--- src/rtl/gcd_stein.sv ---
// gcd_stein: multicycle binary (Stein) GCD with optional signed operands.
// Define GCD_LCM_EN to add the DIV/MUL states and the lo (LCM) output.
module gcd_stein #(
    parameter int NBits = 16
) (
    input  logic             clk,
    input  logic             rst,
    input  logic             start,
    input  logic             sgn,
    input  logic [NBits-1:0] xi,
    input  logic [NBits-1:0] yi,
    output logic [NBits-1:0] xo,
    output logic             rdy,
    output logic             busy
`ifdef GCD_LCM_EN
    ,
    output logic [2*NBits-1:0] lo
`endif
);
    localparam int KW = $clog2(NBits + 1);
`ifdef GCD_LCM_EN
    typedef enum logic [2:0] {IDLE, CHK, EVEN, ODD, DIV, MUL, DONE} state_t;
`else
    typedef enum logic [2:0] {IDLE, CHK, EVEN, ODD, DONE} state_t;
`endif
    state_t state_q;
    logic [NBits-1:0] a_q, b_q, xo_q, xm_d, ym_d;
    logic [KW-1:0] k_q;
    logic chk_q, rdy_q, busy_q;
    // the most negative value negates to itself, which is its correct unsigned magnitude
    assign xm_d = (sgn && xi[NBits-1]) ? -xi : xi;
    assign ym_d = (sgn && yi[NBits-1]) ? -yi : yi;
`ifdef GCD_LCM_EN
    logic [NBits-1:0] xm_q, ym_q, g_q, rem_q, quo_q;
    logic [KW-1:0] cnt_q;
    logic [2*NBits-1:0] acc_q, mc_q, lo_q, acc_d;
    logic [NBits:0] shift_d;
    logic ge_d;
    assign shift_d = {rem_q, quo_q[NBits-1]};
    assign ge_d = shift_d >= {1'b0, g_q};
    assign acc_d = acc_q + (quo_q[0] ? mc_q : '0);
    assign lo = lo_q;
`endif
    always_ff @(posedge clk) begin
        if (rst) begin
            state_q <= IDLE;
            a_q <= '0;
            b_q <= '0;
            k_q <= '0;
            chk_q <= 1'b0;
            xo_q <= '0;
            rdy_q <= 1'b0;
            busy_q <= 1'b0;
`ifdef GCD_LCM_EN
            lo_q <= '0;
            cnt_q <= '0;
`endif
        end else begin
            case (state_q)
                IDLE, DONE: if (start) begin
                    a_q <= xm_d;
                    b_q <= ym_d;
                    k_q <= '0;
                    chk_q <= 1'b0;
                    rdy_q <= 1'b0;
                    busy_q <= 1'b1;
                    state_q <= CHK;
`ifdef GCD_LCM_EN
                    xm_q <= xm_d;
                    ym_q <= ym_d;
`endif
                end
                // first CHK cycle only arms the check so results land two edges after start
                CHK: if (!chk_q) chk_q <= 1'b1;
                else if (a_q == '0 || b_q == '0) begin
                    xo_q <= a_q | b_q;
                    rdy_q <= 1'b1;
                    busy_q <= 1'b0;
                    state_q <= DONE;
`ifdef GCD_LCM_EN
                    lo_q <= '0;
`endif
                end else state_q <= EVEN;
                EVEN: if (!a_q[0] && !b_q[0]) begin
                    a_q <= a_q >> 1;
                    b_q <= b_q >> 1;
                    k_q <= k_q + 1'b1;
                end else state_q <= ODD;
                ODD: if (!a_q[0]) a_q <= a_q >> 1;
                else if (!b_q[0]) b_q <= b_q >> 1;
                else if (a_q == b_q) begin
`ifdef GCD_LCM_EN
                    g_q <= a_q << k_q;
                    rem_q <= '0;
                    quo_q <= xm_q;
                    cnt_q <= '0;
                    state_q <= DIV;
`else
                    xo_q <= a_q << k_q;
                    rdy_q <= 1'b1;
                    busy_q <= 1'b0;
                    state_q <= DONE;
`endif
                end else if (a_q > b_q) a_q <= a_q - b_q;
                else b_q <= b_q - a_q;
`ifdef GCD_LCM_EN
                DIV: begin
                    rem_q <= ge_d ? NBits'(shift_d - {1'b0, g_q}) : shift_d[NBits-1:0];
                    quo_q <= {quo_q[NBits-2:0], ge_d};
                    cnt_q <= cnt_q + 1'b1;
                    if (cnt_q == KW'(NBits - 1)) begin
                        cnt_q <= '0;
                        acc_q <= '0;
                        mc_q <= {{NBits{1'b0}}, ym_q};
                        state_q <= MUL;
                    end
                end
                MUL: begin
                    acc_q <= acc_d;
                    mc_q <= mc_q << 1;
                    quo_q <= quo_q >> 1;
                    cnt_q <= cnt_q + 1'b1;
                    if (cnt_q == KW'(NBits - 1)) begin
                        xo_q <= g_q;
                        lo_q <= acc_d;
                        rdy_q <= 1'b1;
                        busy_q <= 1'b0;
                        state_q <= DONE;
                    end
                end
`endif
                default: state_q <= IDLE;
            endcase
        end
    end
    assign xo = xo_q;
    assign rdy = rdy_q;
    assign busy = busy_q;
endmodule

--- config.mk ---
export PLATFORM = sky130hd
export DESIGN_NAME = gcd_stein
export DESIGN_NICKNAME = d
export VERILOG_FILES = /design/src/rtl/gcd_stein.sv
export SDC_FILE = /design/constraint.sdc
export NUM_CORES = 1
export LEC_CHECK = 0
export BUFFER_PORTS_ARGS = -buffer_cell sky130_fd_sc_hd__buf_4
export CAP_MARGIN = 15
export CORE_ASPECT_RATIO = 0.8
export CORE_MARGIN = 8
export CORE_UTILIZATION = 59
export CTS_BUF_LIST = sky130_fd_sc_hd__clkbuf_16
export DETAILED_ROUTE_END_ITERATION = 12
export PLACE_DENSITY = 0.81
export SLEW_MARGIN = 5
export SYNTH_ARGS = -nofsm -noshare
export SYNTH_HDL_FRONTEND = slang
export SYNTH_SLANG_ARGS = --single-unit
--- constraint.sdc ---
create_clock -name clk -period 4.8 [get_ports clk]
set_input_delay 0.96 -clock clk [delete_from_list [all_inputs] [get_ports clk]]
set_output_delay 0.96 -clock clk [all_outputs]
set_load 0.02 [all_outputs]
==> impl_metrics.ini <==
[synthesis]
synth_ff_type = sky130_fd_sc_hd__dfxtp_1
mappedNetlistNets = 853
synth-seq-area-share = 0.203
synth_warnings = 0
ys_seq_elements = 59
syn-mean-instance-area_um2 = 7.61
synthesis.instances = 764
cell_area_synth_mm2 = 0.00581
async_flop_share = 0
yosysUniqueCellTypes = 70
synth-edff-count = 0

[min_path]
worst_hold_path_type = flop to flop
whs_endpoint = rdy$_SDFFE_PP0P_
whs_path_cells = 2
hp-start = rdy$_SDFFE_PP0P_

[final_layout]
stdcell_area_mm2 = 0.00654
final_cells = 914
most_frequent_cells_in_the_layout = sky130_fd_sc_hd__nor2_1 (99), sky130_fd_sc_hd__a21oi_1 (68), sky130_fd_sc_hd__dfxtp_1 (59), sky130_fd_sc_hd__buf_4 (59), sky130_fd_sc_hd__inv_1 (58)
layout_commonest_cell = sky130_fd_sc_hd__nor2_1
num-nets-final = 879
inserted_diodes = 0
area.growth.synth_to_final_pct = 12.6
final_core_util = 0.681
final_layout_size_suffix_gt1_frac = 0.127

[power_and_ir_drop]
power.leakage_nw = 2.65
power.density_cell_area_mw_per_mm2 = 884
vdd_drop_max_mv = 0.494

[clocking]
cts_resized = 0
clk_pin_slew_ns = 0.06
clock-root-buffer = sky130_fd_sc_hd__clkbuf_16
cts_tree = done
cts_max_path_buffers = 2
cts_setup_buffers = 0
ctsHtreeMaxLevel = 3
worstSkewPairLatency_ns = 0.34
cts-buffers-inserted = 9
cts_hold_buffers = 0
cts_num_sinks = 59

[place]
placed_standard_cell_area_mm2 = 0.00622
hpwlAfterDp_mm = 14.5
place_congestion = 1.01
placement.io_buffers = 53
placed_cells = 898

[route]
drt_first_iter_violations = 718
detailedRoute.firstPassIterationCount = 9
route.detailed.vias_per_inst = 6.59
drt_wl_total_mm = 18.8
drc = 0
routedWlPerCell_um = 20.6
antenna_left = 0
route.vias.total = 6026

[sta]
slew_violations = 0
hold_slack_ns = 0.444
rsz0062_at_grt = false
final.period_utilization = 0.786
timing_hold_violations_final = 0
clock_skew_ns = 0.00696
max_slew_margin = 0.192
max_slew.worst_pin.slew_ns = 1.21
setup-violations-final = 0
fin_tns_setup_ns = 0
period_needed_ns = 3.77
max_clock_freq_ghz = 0.265

[die]
floorplan.die.width_um = 127
io-pin-count = 54
starting_density_of_the_core = 0.605
placement_rows = 32
fp.dieArea_mm2 = 0.0133
fp.coreArea_mm2 = 0.00961
die_height_um = 105

[global_routing]
grt_first_pass_wirelength_mm = 30.1
grt_start_max_net_pins = 53
grt-ovfl-total = 0
global_route.usage.total = 0.281
first_global_vias = 5541
antenna_found_initial = 0

[critical_path]
arrival_ns = 4.02
setup.worst_path.start_class = flop
critPathRequiredTime_ns = 5.05
setup.worst_path.class = flop to flop
critPathMaxStageDelay_ns = 0.87
r2r-end = a_q[9]$_SDFFE_PP0P_
end_kind = flop
crit_path_max_fanout = 29
critical_path.slowest_cell = sky130_fd_sc_hd__o311a_1
register_to_register_setup_slack_ns = 1.03
worst-r2r-cell-count = 10
critical_path.cell_chain = inv_1 > ha_1 > inv_2 > a21oi_1 > o31ai_1 > a211oi_4 > nor2_1 > o311a_1 > nand2_1 > o32ai_1
reg2reg_from = a_q[9]$_SDFFE_PP0P_

[run]
maxCapViolCount = 0

[status]
status = finished, final reports clean
[kinds of logic (layout without fill, tap and decap cells)]
kind of cell | after synthesis | count (layout) | synth area share
AND/OR/NAND/NOR | 233 | 233 | 0.193
adder cells (fa/ha/maj) | 53 | 53 | 0.117
AO/OA/AOI/OAI | 220 | 220 | 0.256
buffers and inverters | 107 | 138 | 0.0726
XOR/XNOR | 54 | 54 | 0.0814
flip-flops | 59 | 59 | 0.203
multiplexers | 38 | 38 | 0.0775
[sequential cells by signal, indices dropped and copies added (netlist names)]
register / count
state_q: 3
chk_q: 1
rdy: 1
k_q: 5
b_q: 16
xo: 16
busy: 1
a_q: 16
[Yosys cell counts, types with 10 or more instances]
| cell type | n | area, um^2 |
|---|---|---|
| sky130_fd_sc_hd__nor2_1 | 99 | 372 |
| sky130_fd_sc_hd__a21oi_1 | 68 | 340 |
| sky130_fd_sc_hd__dfxtp_1 | 59 | 1180 |
| sky130_fd_sc_hd__inv_1 | 58 | 218 |
| sky130_fd_sc_hd__ha_1 | 51 | 638 |
| sky130_fd_sc_hd__nand2_1 | 40 | 150 |
| sky130_fd_sc_hd__clkbuf_1 | 35 | 131 |
| sky130_fd_sc_hd__xnor2_1 | 33 | 289 |
| sky130_fd_sc_hd__mux2i_1 | 27 | 270 |
| sky130_fd_sc_hd__a211oi_1 | 25 | 188 |
| sky130_fd_sc_hd__xor2_1 | 21 | 184 |
| sky130_fd_sc_hd__nor3_1 | 20 | 100 |
| sky130_fd_sc_hd__o21ai_0 | 17 | 85.1 |
| sky130_fd_sc_hd__nor4_1 | 15 | 93.8 |
| sky130_fd_sc_hd__o22ai_1 | 15 | 93.8 |
| sky130_fd_sc_hd__a31oi_1 | 12 | 75.1 |
| sky130_fd_sc_hd__nand3_1 | 10 | 50.1 |
| sky130_fd_sc_hd__o21ai_1 | 10 | 50.1 |
| sky130_fd_sc_hd__o31ai_1 | 10 | 75.1 |
[final cells by class]
type / instances / area, um^2
Clock buffer: 9 / 225
Clock inverter: 7 / 101
Timing Repair Buffer: 59 / 443
Sequential cell: 59 / 1180
Inverter: 63 / 236
Fill cell: 815 / 3070
Tap cell: 119 / 149
Multi-Input combinational cell: 598 / 4210
[power by group]
part	leakage, nW	internal (mW)	switching [mW]
Combinational	2.02	1.60	2.49
Sequential	0.484	0.675	0.323
Clock	0.152	0.457	0.251
Total	2.65	2.73	3.06
[worst max-delay path, delay by kind of cell, from the launching register on]
kind | cells | cell delay (ns)
buffers and inverters | 2 | 0.29
adder cells (fa/ha/maj) | 1 | 0.44
AND/OR/NAND/NOR | 2 | 0.31
flip-flops | 1 | 0.49
AO/OA/AOI/OAI | 5 | 2.14
[metrics by stage]
stage / setup slack [ns] / power (mW)
finish: 1.03 / 5.79
global route: 0.895 / 6.15
CTS: 1.18 / 5.65
detailed placement: 1.21 / 4.90
global placement: 1.29 / 4.86
floorplan: 1.65 / 3.87
[worst max path at each step]
stage	from	end	slack [ns]	cells after the start
6_report	a_q[9]$_SDFFE_PP0P_	a_q[9]$_SDFFE_PP0P_	1.03	10
2_1_floorplan	a_q[0]$_SDFFE_PP0P_	a_q[4]$_SDFFE_PP0P_	1.65	14
5_1_grt	a_q[9]$_SDFFE_PP0P_	a_q[13]$_SDFFE_PP0P_	0.89	10
4_1_cts	a_q[9]$_SDFFE_PP0P_	a_q[13]$_SDFFE_PP0P_	1.18	10
3_3_place_gp	a_q[9]$_SDFFE_PP0P_	a_q[9]$_SDFFE_PP0P_	1.29	10
3_5_place_dp	a_q[9]$_SDFFE_PP0P_	a_q[13]$_SDFFE_PP0P_	1.21	10
[per-layer routing]
metal / global-route usage / part of all wire / vias up
li1: - / - / 2824
met1: 0.395 / 0.45 / 2798
met2: 0.390 / 0.41 / 361
met3: 0.0838 / 0.12 / 43
met4: 0.108 / 0.032 / 0
met5: 0 / 0 / -
No activity file was read; power rests on OpenSTA's default activity.
